## src/rtl/flit_reassembly_fifo_pkg.sv

```systemverilog
// flit_pkg: shared types, default sizes and helpers for the flit reassembly FIFO.
package flit_pkg;
  localparam int DEF_WIDTH = 32;
  localparam int DEF_FLITWIDTH = 8;
  localparam int DEF_HEIGHT = 16;
  localparam int DEF_TIMEOUT = 16;
  typedef enum logic [1:0] {IDLE, ASSEMBLE, HOLD} reasm_state_t;
  function automatic int nflits(input int width, input int flitwidth);
    return width / flitwidth;
  endfunction
endpackage

```

## src/rtl/flit_reassembly_fifo_if.sv

```systemverilog
// flit_reassembly_fifo_if: flit input and word FIFO handshake bundle.
interface flit_reassembly_fifo_if import flit_pkg::*; #(
  parameter int WIDTH = DEF_WIDTH,
  parameter int FLITWIDTH = DEF_FLITWIDTH
);
  logic [FLITWIDTH-1:0] flit_in;
  logic flit_valid, flit_ready, re, full, empty, drop;
  logic [WIDTH-1:0] data_out;
  modport master(output flit_in, flit_valid, re, input flit_ready, data_out, full, empty, drop);
  modport slave(input flit_in, flit_valid, re, output flit_ready, data_out, full, empty, drop);
endinterface

```

## src/rtl/flit_reassembly_fifo_sipo.sv

```systemverilog
// flit_sipo: flit-in/word-out shift register with flit counter.
module flit_sipo import flit_pkg::*; #(
  parameter int WIDTH = DEF_WIDTH,
  parameter int FLITWIDTH = DEF_FLITWIDTH
) (
  input  logic                 clock,
  input  logic                 reset_n,
  input  logic [FLITWIDTH-1:0] flit_i,
  input  logic                 load_first,
  input  logic                 shift,
  input  logic                 clear,
  output logic [WIDTH-1:0]     word_o,
  output logic [WIDTH-1:0]     next_o,
  output logic                 word_done
);
  localparam int N = nflits(WIDTH, FLITWIDTH);
  localparam int CW = $clog2(N + 1);
  logic [CW-1:0] fcnt_q;
  logic [WIDTH-1:0] word_q;
  assign word_o = word_q;
  assign next_o = {word_q[WIDTH-FLITWIDTH-1:0], flit_i};
  // word_done flags that the next shifted flit completes the word
  assign word_done = fcnt_q == CW'(N - 1);
  always_ff @(posedge clock or negedge reset_n) begin
    if (!reset_n) begin
      word_q <= '0;
      fcnt_q <= '0;
    end else if (load_first) begin
      word_q <= WIDTH'(flit_i);
      fcnt_q <= CW'(1);
    end else if (shift) begin
      word_q <= next_o;
      fcnt_q <= word_done ? '0 : fcnt_q + 1'b1;
    end else if (clear) begin
      word_q <= '0;
      fcnt_q <= '0;
    end
  end
endmodule

```

## src/rtl/flit_reassembly_fifo.sv

```systemverilog
// flit_reassembly_fifo: rebuilds words from MSB-first flits into a word FIFO; FLIT_TIMEOUT_EN discards stale partial words.
module flit_reassembly_fifo import flit_pkg::*; #(
  parameter int WIDTH = DEF_WIDTH,
  parameter int FLITWIDTH = DEF_FLITWIDTH,
  parameter int HEIGHT = DEF_HEIGHT,
  parameter int TIMEOUT = DEF_TIMEOUT
) (
  input logic clock,
  input logic reset_n,
  flit_reassembly_fifo_if.slave bus
);
  localparam int AW = $clog2(HEIGHT);
  localparam int CW = AW + 1;
  if (WIDTH % FLITWIDTH != 0 || nflits(WIDTH, FLITWIDTH) < 2 || HEIGHT != (1 << AW) || TIMEOUT < 1) begin : g_bad_cfg
    $error("flit_reassembly_fifo: illegal parameter combination");
  end
  reasm_state_t state_q, state_d;
  logic load_first, shift, clear, push, pop, acc, can_push, word_done;
  logic [WIDTH-1:0] word, next_word, wdata;
  logic [WIDTH-1:0] mem [HEIGHT];
  logic [AW-1:0] wptr_q, rptr_q;
  logic [CW-1:0] cnt_q;
  flit_sipo #(.WIDTH(WIDTH), .FLITWIDTH(FLITWIDTH)) u_sipo (
    .clock(clock), .reset_n(reset_n), .flit_i(bus.flit_in), .load_first(load_first),
    .shift(shift), .clear(clear), .word_o(word), .next_o(next_word), .word_done(word_done)
  );
  assign bus.flit_ready = state_q != HOLD;
  assign bus.full = cnt_q == CW'(HEIGHT);
  assign bus.empty = cnt_q == '0;
  assign bus.data_out = bus.empty ? '0 : mem[rptr_q];
  assign acc = bus.flit_valid & bus.flit_ready;
  assign pop = bus.re & !bus.empty;
  assign can_push = !bus.full | bus.re;
`ifdef FLIT_TIMEOUT_EN
  localparam int TW = $clog2(TIMEOUT + 1);
  logic [TW-1:0] tcnt_q;
  logic drop_q;
  assign bus.drop = drop_q;
  always_ff @(posedge clock or negedge reset_n) begin
    if (!reset_n) begin
      tcnt_q <= '0;
      drop_q <= 1'b0;
    end else begin
      tcnt_q <= (state_q == ASSEMBLE && !bus.flit_valid && !clear) ? tcnt_q + 1'b1 : '0;
      drop_q <= clear;
    end
  end
`else
  assign bus.drop = 1'b0;
`endif
  always_comb begin
    state_d = state_q;
    load_first = 1'b0;
    shift = 1'b0;
    clear = 1'b0;
    push = 1'b0;
    wdata = next_word;
    case (state_q)
      IDLE: if (acc) begin
        load_first = 1'b1;
        state_d = ASSEMBLE;
      end
      ASSEMBLE: if (acc) begin
        shift = 1'b1;
        if (word_done) begin
          push = can_push;
          state_d = can_push ? IDLE : HOLD;
        end
      end
`ifdef FLIT_TIMEOUT_EN
      else if (tcnt_q == TW'(TIMEOUT - 1)) begin
        clear = 1'b1;
        state_d = IDLE;
      end
`endif
      HOLD: begin
        wdata = word;
        push = can_push;
        state_d = can_push ? IDLE : HOLD;
      end
      default: state_d = IDLE;
    endcase
  end
  always_ff @(posedge clock or negedge reset_n) begin
    if (!reset_n) begin
      state_q <= IDLE;
      wptr_q <= '0;
      rptr_q <= '0;
      cnt_q <= '0;
    end else begin
      state_q <= state_d;
      wptr_q <= wptr_q + AW'(push);
      rptr_q <= rptr_q + AW'(pop);
      cnt_q <= cnt_q + CW'(push) - CW'(pop);
    end
  end
  // storage is never reset; empty masks stale slots on data_out
  always_ff @(posedge clock) if (push) mem[wptr_q] <= wdata;
endmodule

```

## src/flat_wrapper.sv

```systemverilog
// flat-port wrapper written by rule: the top's interface ports become plain ports
module flit_reassembly_fifo_flat import flit_pkg::*;
#(
  parameter int WIDTH = DEF_WIDTH,
  parameter int FLITWIDTH = DEF_FLITWIDTH,
  parameter int HEIGHT = DEF_HEIGHT,
  parameter int TIMEOUT = DEF_TIMEOUT
)
  (clock, reset_n, bus_flit_in, bus_flit_valid, bus_re, bus_flit_ready, bus_data_out, bus_full, bus_empty, bus_drop);
  flit_reassembly_fifo_if #(.WIDTH(WIDTH), .FLITWIDTH(FLITWIDTH)) bus_i ();
  input logic clock;
  input logic reset_n;
  input wire logic [$bits(bus_i.flit_in)-1:0] bus_flit_in;
  input wire logic [$bits(bus_i.flit_valid)-1:0] bus_flit_valid;
  input wire logic [$bits(bus_i.re)-1:0] bus_re;
  output wire logic [$bits(bus_i.flit_ready)-1:0] bus_flit_ready;
  output wire logic [$bits(bus_i.data_out)-1:0] bus_data_out;
  output wire logic [$bits(bus_i.full)-1:0] bus_full;
  output wire logic [$bits(bus_i.empty)-1:0] bus_empty;
  output wire logic [$bits(bus_i.drop)-1:0] bus_drop;
  assign bus_i.flit_in = bus_flit_in;
  assign bus_i.flit_valid = bus_flit_valid;
  assign bus_i.re = bus_re;
  assign bus_flit_ready = bus_i.flit_ready;
  assign bus_data_out = bus_i.data_out;
  assign bus_full = bus_i.full;
  assign bus_empty = bus_i.empty;
  assign bus_drop = bus_i.drop;
  flit_reassembly_fifo #(.WIDTH(WIDTH), .FLITWIDTH(FLITWIDTH), .HEIGHT(HEIGHT), .TIMEOUT(TIMEOUT)) u_core (.clock(clock), .reset_n(reset_n), .bus(bus_i));
endmodule
```

## config.mk

```make
export PLATFORM = sky130hd
export DESIGN_NAME = flit_reassembly_fifo_flat
export DESIGN_NICKNAME = d
export VERILOG_FILES = /design/src/rtl/flit_reassembly_fifo_pkg.sv /design/src/rtl/flit_reassembly_fifo_if.sv /design/src/rtl/flit_reassembly_fifo_sipo.sv /design/src/rtl/flit_reassembly_fifo.sv /design/src/flat_wrapper.sv
export SDC_FILE = /design/constraint.sdc
export NUM_CORES = 1
export LEC_CHECK = 0
export CORE_MARGIN = 3
export CORE_UTILIZATION = 32
export CTS_CLUSTER_DIAMETER = 30
export DETAILED_ROUTE_END_ITERATION = 12
export GPL_TIMING_DRIVEN = 0
export PLACE_DENSITY = 0.54
export SLEW_MARGIN = 20
export SYNTH_ARGS = -nofsm -noshare
export SYNTH_HDL_FRONTEND = slang
export SYNTH_SLANG_ARGS = --single-unit
```

## constraint.sdc

```tcl
create_clock -name clock -period 5.8 [get_ports clock]
set_input_delay 0.58 -clock clock [delete_from_list [all_inputs] [get_ports clock]]
set_output_delay 0.58 -clock clock [all_outputs]
set_load 0.005 [all_outputs]
```

==> impl_metrics.yaml <==
status:
  status: "completed"
floorplanning:
  num_io_pins: 48
  start_util_pct: 32.4
  core_area_um2: 67300
  die_w_um: 267
  die_h_um: 267
  die_area_um2: 71200
  rows: 95
power_and_ir_drop:
  p_total_uw: 15400
  p_leak_uw: 0.00953
  ir_drop_mv: 0.429
  powerDensity_nw_per_um2: 545
critical_path:
  max_stage_delay_ns: 0.91
  rrSetupSlack_ns: 2.28
  worstSetupStartpointType: "flop"
  path_class: "flop to primary output"
  crit_chain: "inv_1 > ha_1 > nor4b_4 > nor3b_1 > clkbuf_1 > a22oi_1 > nand2_1 > clkdlybuf4s50_1"
  cp_slowest_cell: "nor3b_1"
  crit_required_ns: 5.22
  path_max_fanout: 10
  r2r-start: "u_core.state_q[1]"
  startpoint: "u_core.cnt_q[2]"
  arrival_ns: 4.03
  endpoint_kind: "primary output"
clock_tree:
  clkTransAtPathRegs_ns: 0.04
  root_buffer: "clkbuf_16"
  clock_path_buffers: 3
  cts.sinks: 562
  cts_tree: "yes"
  clk_latency_ns: 0.66
  cts_setup_buffers: 0
  htree_levels: 3
  cts_made_buffers: 113
timing:
  layout_min_cycle_time_ns: 4.61
  worst_pin_slew_ns: 1.12
  rsz0062_at_grt: "false"
  finClkSkew_ns: 0.0216
  fmax_ghz: 0.217
  min_period_over_period_pct: 79.4
  hold_viol: 0
  slew_viol_final: 0
  post-route-worst-setup-slack_ns: 1.19
  slew_headroom_pct: 25.1
  finalSetupViolCount: 0
detailed_routing:
  routedWlPerCell_um: 24.1
  drc: 0
  routed_wl_um: 53300
  drt_iter0_drc: 922
  num_vias: 10999
  vias_per_cell: 4.98
  dr.pass1.iters: 5
  ant_nets: 0
synthesis:
  synth_mux_area_share_pct: 15.4
  syn-num-nets: 1059
  ys_ff_latch: 562
  yosys_warnings: 0
  synthFlopType: "edfxtp_1"
  async_reset_ff_share_pct: 8.90
  seq_area_frac_synth_pct: 76.3
  syn_avg_cell_area_um2: 21.1
  synth_compound_area_share_pct: 3.36
  synth_enable_flop_cells: 512
  synth_area_um2: 21800
  synthCells: 1032
  synth-simple-area-share_pct: 2.28
  synth_top_family_by_area: "multiplexers"
  yosysUniqueCellTypes: 41
  yosys.area_share.xor_xnor_pct: 0.322
  synth_fa_ha_area_share_pct: 0.896
placement:
  place_hpwl_um: 34200
  io_buffer_count: 46
  pre_cts_ws_ns: 1.82
  gp_congestion: 0.727
finish:
  layout_commonest_cell: "edfxtp_1"
  layout-drive-gt1-share_pct: 33.8
  fin_nets: 1265
  syn_to_final_growth_pct: 29.2
  fill_cells: 5853
  final_cell_mix: "512 x edfxtp_1, 128 x mux4_2, 114 x clkbuf_16, 70 x nand2_1, 63 x a22oi_1"
  diodes: 0
job:
  cap_violations: 0
global_route:
  grt_max_degree: 51
  grt_pass1_wl_um: 78900
  grt_overflow: 0
  track_usage_pct: 15.3
  grt_pass1_vias: 11703
  antenna_found_initial: 0
hold_path:
  min_path_type: "input pin to asynchronous set/reset pin"
power by group:
group	total [uW]	switching, uW	leakage [uW]	internal [uW]
combinational	3720	2060	0.00233	1660
clock	6540	2120	0.00190	4420
sequential	5090	163	0.00530	4920
cell usage after synthesis (2+ instances only):
cell      count  area, um^2
nor3b_1       2        15.0
nor3_1        5        25.0
nand2_1      70         263
buf_6         4        45.0
nor2b_1       2        12.5
buf_2        25         125
a21oi_1      21         105
buf_1         6        22.5
nand3_1       4        20.0
ha_1         14         175
mux2i_1       2        20.0
xnor2_1       4        35.0
mux2_2       40         450
edfxtp_1    512       15400
a22oi_1      63         473
and2_1        2        12.5
xor2_1        4        35.0
clkbuf_1     17        63.8
inv_1        12        45.0
mux4_2      128        2880
dfrtp_1      50        1250
nor2_1       17        63.8
nand3b_1      2        15.0
nand2b_1      2        12.5
a22o_1        8        70.1
cells by family after synthesis:
kind of cell,Yosys count
flip-flops,562
buffers and inverters,65
other,1
AND/OR/NAND/NOR,111
AO/OA/AOI/OAI,100
XOR/XNOR,8
multiplexers,170
adder cells (fa/ha/maj),15
critical path, delay by kind of cell, from the launching register on:
kind                     cells  cell delay [ns]
buffers and inverters        3             1.31
AO/OA/AOI/OAI                1             0.22
flip-flops                   1             0.35
AND/OR/NAND/NOR              3             1.29
adder cells (fa/ha/maj)      1             0.21
repair_timing:
item,in CTS,in global routing
hold endpoints to repair,46,0
hold buffers,1,0
setup endpoints to repair,0,0
gates resized for setup,0,0
metal layers:
metal | vias to the layer above | track usage, % | share of wire, % | routed length [um]
li1 | 4728 | - | - | -
met1 | 5818 | 21.6 | 45 | 24000
met2 | 368 | 24.0 | 47 | 25100
met3 | 85 | 3.02 | 5.4 | 2880
met4 | 0 | 5.17 | 2.3 | 1230
met5 | - | 0 | 0 | 0
state kept, by name, summed over array words and instances, names as in the netlist:
| signal | flops |
|---|---|
| u_core.mem | 512 |
| u_core.u_sipo.word_o | 32 |
| u_core.cnt_q | 5 |
| u_core.rptr_q | 4 |
| u_core.wptr_q | 4 |
| u_core.u_sipo.fcnt_q | 3 |
| u_core.state_q | 2 |
worst paths after layout:
check                                               end  cells after the start
min in group clock                     u_core.rptr_q[0]                      1
worst max-delay path                   bus_data_out[18]                      8
worst max register to register        u_core.mem[6][14]                     10
max in group asynchronous              u_core.rptr_q[0]                      2
worst min-delay path            u_core.u_sipo.word_o[6]                      2
worst min register to register         u_core.rptr_q[0]                      1
through the flow:
step	setup TNS (ns)	hold slack (ns)	utilization (%)	instance area (um^2)	std cells
floorplan	0	0.284	-	21800	1032
detailed placement	0	0.487	36.0	24200	1995
CTS	0	0.499	41.8	28100	2209
global placement	-240.29	0.484	34.7	23300	1951
finish	0	0.498	41.8	28100	2209
global route	0	0.515	41.8	28100	2209
layout make-up:
class / instances / area (um^2) / area share (%)
timing repair buffer: 91 / 1210 / 4.30
sequential: 562 / 16600 / 59.1
inverter: 12 / 45.0 / 0.160
clock buffer: 137 / 2990 / 10.6
buffer: 53 / 264 / 0.938
clock inverter: 76 / 960 / 3.41
tap: 873 / 1090 / 3.88
multi-input combinational: 405 / 4960 / 17.6
No activity file was read; power rests on OpenSTA's default activity.
